**src/rtl/task_tcb.sv**
```systemverilog
// Task control block: decodes broadcast scheduler commands and tracks one task's
// lifecycle, aged priority, remaining execution hits and run-time watchdog.
module task_tcb #(
  parameter int TASK_ID    = 5,
  parameter int ID_W       = 4,
  parameter int PRIO_W     = 4,
  parameter int HIT_W      = 8,
  parameter int INIT_PRIO  = 0,
  parameter int INIT_HIT   = 128,
  parameter int AGE_PERIOD = 10000,
  parameter int RUN_LIMIT  = 1000
) (
  input  logic                     CLK,
  input  logic                     RST,
  input  logic                     in_valid,
  input  logic [15:0]              in_op,
  output logic [ID_W+PRIO_W-1:0]   out_sorter,
  output logic                     exe_flag,
  output logic [2:0]               state_out,
  output logic [HIT_W-1:0]         hit_out,
  output logic                     timeout
);

  localparam logic [2:0] ST_READY      = 3'd0;
  localparam logic [2:0] ST_RUNNING    = 3'd1;
  localparam logic [2:0] ST_SUSPENDED  = 3'd2;
  localparam logic [2:0] ST_WAIT       = 3'd3;
  localparam logic [2:0] ST_TERMINATED = 3'd4;

  localparam logic [3:0] OP_READY   = 4'h1;
  localparam logic [3:0] OP_SUSPEND = 4'h2;
  localparam logic [3:0] OP_WAIT    = 4'h3;
  localparam logic [3:0] OP_KILL    = 4'h4;
  localparam logic [3:0] OP_SETPRIO = 4'h5;
  localparam logic [3:0] OP_SETHIT  = 4'h6;
  localparam logic [3:0] OP_EXECUTE = 4'h7;
  localparam logic [3:0] OP_ADDHIT  = 4'h8;
  localparam logic [3:0] OP_FINISH  = 4'hF;

  localparam int AGE_W = (AGE_PERIOD > 1) ? $clog2(AGE_PERIOD) : 1;
  localparam int RUN_W = (RUN_LIMIT > 1) ? $clog2(RUN_LIMIT) : 1;

  localparam logic [AGE_W-1:0]  AGE_LAST  = AGE_W'(AGE_PERIOD - 1);
  localparam logic [RUN_W-1:0]  RUN_LAST  = RUN_W'(RUN_LIMIT - 1);
  localparam logic [7:0]        ID_BYTE   = 8'(TASK_ID);
  localparam logic [ID_W-1:0]   ID_FIELD  = ID_W'(TASK_ID);
  localparam logic [PRIO_W-1:0] PRIO_MAX  = {PRIO_W{1'b1}};
  localparam logic [HIT_W-1:0]  HIT_MAX   = {HIT_W{1'b1}};
  localparam logic [PRIO_W-1:0] PRIO_INIT = PRIO_W'(INIT_PRIO);
  localparam logic [HIT_W-1:0]  HIT_INIT  = HIT_W'(INIT_HIT);
  localparam logic [ID_W+PRIO_W-1:0] SORTER_INIT =
    (INIT_HIT > 0) ? {ID_FIELD, PRIO_INIT} : '0;

  logic [2:0]              state_q, state_d;
  logic [PRIO_W-1:0]       base_q, base_d;
  logic [PRIO_W-1:0]       eff_q, eff_d;
  logic [HIT_W-1:0]        hit_q, hit_d;
  logic [AGE_W-1:0]        age_q, age_d;
  logic [RUN_W-1:0]        run_q, run_d;
  logic [ID_W+PRIO_W-1:0]  sorter_q, sorter_d;
  logic                    exe_q, exe_d;
  logic                    timeout_q, timeout_d;

  logic [7:0]              cmd_target;
  logic [3:0]              cmd_opcode;
  logic [3:0]              cmd_arg;
  logic                    cmd_accept;
  logic                    cmd_sets_state;
  logic                    cmd_sets_prio;
  logic [HIT_W:0]          hit_sum;

  assign cmd_target = in_op[15:8];
  assign cmd_opcode = in_op[7:4];
  assign cmd_arg    = in_op[3:0];
  assign cmd_accept = in_valid && ((cmd_target == ID_BYTE) || (cmd_target == 8'hFF));
  assign hit_sum    = {1'b0, hit_q} + (HIT_W+1)'(cmd_arg);

  always_comb begin
    state_d        = state_q;
    base_d         = base_q;
    eff_d          = eff_q;
    hit_d          = hit_q;
    age_d          = '0;
    run_d          = '0;
    timeout_d      = 1'b0;
    cmd_sets_state = 1'b0;
    cmd_sets_prio  = 1'b0;

    // Explicit commands first; illegal ones fall through with no effect.
    if (cmd_accept) begin
      if (cmd_opcode == OP_KILL) begin
        state_d        = ST_TERMINATED;
        cmd_sets_state = 1'b1;
      end else if (state_q != ST_TERMINATED) begin
        case (cmd_opcode)
          OP_READY: begin
            if ((state_q == ST_SUSPENDED) || (state_q == ST_WAIT) ||
                (state_q == ST_RUNNING)) begin
              state_d        = ST_READY;
              cmd_sets_state = 1'b1;
            end
          end
          OP_SUSPEND: begin
            if ((state_q == ST_READY) || (state_q == ST_RUNNING) ||
                (state_q == ST_WAIT)) begin
              state_d        = ST_SUSPENDED;
              cmd_sets_state = 1'b1;
            end
          end
          OP_WAIT: begin
            if ((state_q == ST_READY) || (state_q == ST_RUNNING)) begin
              state_d        = ST_WAIT;
              cmd_sets_state = 1'b1;
            end
          end
          OP_SETPRIO: begin
            base_d        = PRIO_W'(cmd_arg);
            eff_d         = PRIO_W'(cmd_arg);
            cmd_sets_prio = 1'b1;
          end
          OP_SETHIT: begin
            hit_d = HIT_W'(cmd_arg);
          end
          OP_ADDHIT: begin
            hit_d = hit_sum[HIT_W] ? HIT_MAX : hit_sum[HIT_W-1:0];
          end
          OP_EXECUTE: begin
            if ((state_q == ST_READY) && (hit_q != '0)) begin
              state_d        = ST_RUNNING;
              hit_d          = hit_q - 1'b1;
              eff_d          = base_q;
              cmd_sets_state = 1'b1;
            end
          end
          OP_FINISH: begin
            if (state_q == ST_RUNNING) begin
              state_d        = ST_READY;
              cmd_sets_state = 1'b1;
            end
          end
          default: ;
        endcase
      end
    end

    // Watchdog only acts when no command moved the state this cycle.
    if ((RUN_LIMIT > 0) && (state_q == ST_RUNNING) && !cmd_sets_state) begin
      if (run_q == RUN_LAST) begin
        state_d   = ST_READY;
        timeout_d = 1'b1;
      end else begin
        run_d = run_q + 1'b1;
      end
    end

    // Aging continues across commands that leave state and priority alone.
    if ((state_q == ST_READY) && (state_d == ST_READY) && !cmd_sets_prio) begin
      if (age_q == AGE_LAST) begin
        if (eff_d != PRIO_MAX) begin
          eff_d = eff_d + 1'b1;
        end
      end else begin
        age_d = age_q + 1'b1;
      end
    end

    exe_d    = (state_d == ST_RUNNING);
    sorter_d = ((state_d == ST_READY) && (hit_d != '0)) ? {ID_FIELD, eff_d} : '0;
  end

  always_ff @(posedge CLK) begin
    if (RST) begin
      state_q   <= ST_READY;
      base_q    <= PRIO_INIT;
      eff_q     <= PRIO_INIT;
      hit_q     <= HIT_INIT;
      age_q     <= '0;
      run_q     <= '0;
      sorter_q  <= SORTER_INIT;
      exe_q     <= 1'b0;
      timeout_q <= 1'b0;
    end else begin
      state_q   <= state_d;
      base_q    <= base_d;
      eff_q     <= eff_d;
      hit_q     <= hit_d;
      age_q     <= age_d;
      run_q     <= run_d;
      sorter_q  <= sorter_d;
      exe_q     <= exe_d;
      timeout_q <= timeout_d;
    end
  end

  assign out_sorter = sorter_q;
  assign exe_flag   = exe_q;
  assign state_out  = state_q;
  assign hit_out    = hit_q;
  assign timeout    = timeout_q;

endmodule

```
**config.mk**
```make
export PLATFORM = sky130hd
export DESIGN_NAME = task_tcb
export DESIGN_NICKNAME = d
export VERILOG_FILES = /design/src/rtl/task_tcb.sv
export SDC_FILE = /design/constraint.sdc
export NUM_CORES = 1
export LEC_CHECK = 0
export CORE_MARGIN = 3
export CORE_UTILIZATION = 50
export DETAILED_ROUTE_END_ITERATION = 10
export GPL_TIMING_DRIVEN = 0
export PLACE_DENSITY_LB_ADDON = 0.12
export SLEW_MARGIN = 20
export SYNTH_ARGS = -nofsm -noshare
export SYNTH_HDL_FRONTEND = slang
export SYNTH_SLANG_ARGS = --single-unit
```
**constraint.sdc**
```tcl
create_clock -name CLK -period 2.65 [get_ports CLK]
set_input_delay 0.265 -clock CLK [delete_from_list [all_inputs] [get_ports CLK]]
set_output_delay 0.265 -clock CLK [all_outputs]
set_load 0.01 [all_outputs]
```
==> reports/results.txt <==
Max-cap violation count - 0
First-pass GRT wire length - 13.6 mm
Largest net degree at the start of global routing - 15
Hold_sp - RST
Status - finished clean
Critical Path Max Stage Delay - 0.44 ns
FMAX - 0.379 GHz
Critical path cell sequence - or3_4, a21oi_4, o211ai_1, a22oi_2, inv_2, ha_4, nor3b_4, nor4b_4, buf_4, xnor2_4, nor2_1
Worst Tran Pin Value - 0.506 ns
CTS Hold Buffers Added - 0
Avg WL per Cell - 16.0 um
Non-Filler Instances - 532
Setup TNS - 0 ns
Yosys reg bits - 50
Hold Path Cell Cnt - 2
CTS tree - built
Final max-slew violation count - 0
DR pass1 iterations - 5
Port Buffers - 34
Reg-to-Reg End - eff_q[0]$_SDFF_PP0_
Worst r2r src - state_out[0]$_SDFF_PP0_
Tot GR Track Use - 23.1%
Unrepaired setup endpoints after global routing - true
Vias post-DR - 3127
Setup CP Type - reg2reg
Area post-placement - 3510 um^2
EDFF count, synth - 0
Area grow syn2layout - 38.8%
Commonest non-fill, non-tap cell in the layout - nor2_1
Mapped Area - 3060 um^2
Worst-path fanout max - 8
Post-place setup slack - -0.866 ns
Worst Hold Path EP - state_out[2]$_SDFF_PP0_
Initial antenna violation count - 0
Buf+Inv Stages, Crit Path - 2
DR iter-0 viols - 272
DRC - 0
Nets - 488
Detailed Place HPWL - 5.42 mm
Die width - 84.2 um
Max clock buf depth - 2
Clk_skew - 0.0103 ns
Die area - 7090 um^2
Io pins - 40
Clock Pin Slew Worst Setup and Hold Paths - 0.09 ns
Sequential power share - 56.5%
Dominant synthesized flop cell - dfxtp_1
Crit path max-delay cell type - or3_4
Total power - 1.34 mW
Final min period - 2.64 ns
Pwr/cell area - 315 nW/um^2
Warnings, synthesis - 0
Core box area - 5710 um^2
Initial Utilization - 53.6%
Post-synth ARST share - 0%
Req. time, crit path - 2.83 ns
Static Leak - 1.63 nW
Peak supply drop - 0.343 mV
Final Hold Viols - 0
Setup crit end kind - register
Startpoint Class - register
Clock Latency Late Sink - 0.31 ns
Worst min-delay path class - in2reg
Num CTS Buffers - 5
H-tree lvl count - 2
Synth cell types - 71
Final Wtd Congestion - 0.902
Sw frac - 23.6%
Internal - 1.02 mW
Family with the most delay on the worst path - simple AND/OR/NAND/NOR gates
R2R Setup Slk - 0.01 ns
Vias in the first global route - 2896
Remaining antenna violation count - 0
Mean post-synth cell area - 8.05 um^2
Routed vias/inst - 5.88
Max_slew headroom - 66.0%
Drt total wl - 8.50 mm
Design area - 4250 um^2
Clk root buf - clkbuf_8
Worst EP arrival - 2.82 ns
Global route overflow - 0
Commonest cells after routing, fill and taps aside - nor2_1 (62), buf_4 (45), dfxtp_1 (44), clkdlybuf4s50_1 (28), nand2_1 (22)
Layout cell share with drive strength beyond 1 - 24.1%
Placed cell count - 487
Setup ws final - 0.0121 ns
Reg2reg path depth - 11
Final period util - 99.5%
Ant diodes - 0
NetSw - 0.315 mW
Comb pwr share - 9.9%
Clk pwr share - 33.6%
Clock sinks - 50
Die span in y - 84.2 um
Sequential fraction of the synthesis area - 32.7%
# rows - 27
Synthesized instance count - 380
Setup violations, final - 0
## final cells by class
cell class                      count  area (um^2)
Buffer                             17          101
Clock buffer                        7         86.3
Clock inverter                      1         5.00
Fill cell                         418         1460
Inverter                           10         42.5
Multi-Input combinational cell    300         2260
Sequential cell                    50         1020
Tap cell                           72         90.1
Timing Repair Buffer               75          648
## worst max-delay path by stage
stage,slack [ns],end,from,cells past startpoint
floorplan,0.02,eff_q[1]$_SDFF_PP0_,hit_out[1]$_SDFF_PP0_,12
global placement,-0.89,out_sorter[0]$_SDFF_PP0_,in_op[7],12
detailed placement,-0.87,eff_q[0]$_SDFF_PP0_,in_op[7],12
CTS,0.002,out_sorter[3]$_SDFF_PP0_,hit_out[3]$_SDFF_PP0_,10
global route,-0.08,out_sorter[0]$_SDFF_PP0_,hit_out[5]$_SDFF_PP0_,12
finish,0.01,eff_q[0]$_SDFF_PP0_,state_out[0]$_SDFF_PP0_,11
## synth_stat cells (7+ instances only)
library cell | number | share of area, %
a21oi_1 | 13 | 2.1
nor3_1 | 14 | 2.3
clkbuf_1 | 13 | 1.6
inv_1 | 10 | 1.2
xnor2_1 | 13 | 3.7
nand4_1 | 10 | 2.0
nand3_1 | 16 | 2.6
and3_1 | 8 | 1.6
nor2_1 | 62 | 7.6
ha_1 | 9 | 3.7
nand2_1 | 22 | 2.7
a31oi_1 | 7 | 1.4
dfxtp_1 | 50 | 33
xor2_1 | 10 | 2.9
nor4_1 | 8 | 1.6
## layer usage
layer | share of wire [%] | vias up | routed length, um | global-route usage (%)
met5 | 0 | - | 0 | 0
met4 | 2.4 | 0 | 206 | 7.89
met3 | 6.4 | 15 | 540 | 3.53
met2 | 49 | 115 | 4150 | 39.0
met1 | 42 | 1469 | 3600 | 29.8
li1 | - | 1528 | - | -
## power groups by stage
stage          Clock (mW)  Sequential (mW)  Combinational (mW)
6_report            0.449            0.755               0.132
3_3_place_gp            0            0.776               0.112
3_5_place_dp            0            0.776               0.112
2_1_floorplan           0            0.776              0.0663
5_1_grt             0.493            0.756               0.146
4_1_cts             0.463            0.757               0.123
## kinds of logic (layout without fill, tap and decap cells)
group           Yosys count  in the layout  share of synthesized area (%)
xor+xnor                 23             23                           6.58
simple gates            183            183                           31.8
flops                    50             50                           32.7
other cells               1              2                          0.123
fa+ha+maj                10             10                           4.34
compound gates           75             75                           17.6
buf+inv                  31            110                           4.50
mux                       7              7                           2.33
## state kept, by name, indices dropped and copies added, names as in the netlist
| register | cells |
|---|---|
| timeout | 1 |
| eff_q | 4 |
| run_q | 10 |
| state_out | 3 |
| out_sorter | 5 |
| base_q | 4 |
| exe_flag | 1 |
| hit_out | 8 |
| age_q | 14 |
## worst reg2reg max path, delay by kind of cell (launching register included)
| family | cells | cell delay [ns] |
|---|---|---|
| and+or+nand+nor | 4 | 0.91 |
| AOI/OAI and AO/OA | 3 | 0.64 |
| DFF | 1 | 0.38 |
| adders and majority gates | 1 | 0.17 |
| buffers and inverters | 2 | 0.28 |
| xor gates and xnor gates | 1 | 0.12 |
## through the flow
step	util (%)	hold slack [ns]
final	74.4	0.371
after detailed placement	61.5	0.445
after floorplan	-	0.409
after CTS	69.6	0.372
after global routing	74.4	0.398
after global placement	61.5	0.438
## timing repair
item                                    CTS  global route
resized for setup                        48            30
pin swaps                                18            21
cloned                                    0             0
endpoints found under the setup margin   32            17
setup buffers                            25            17
No activity file was read; power rests on OpenSTA's default activity.
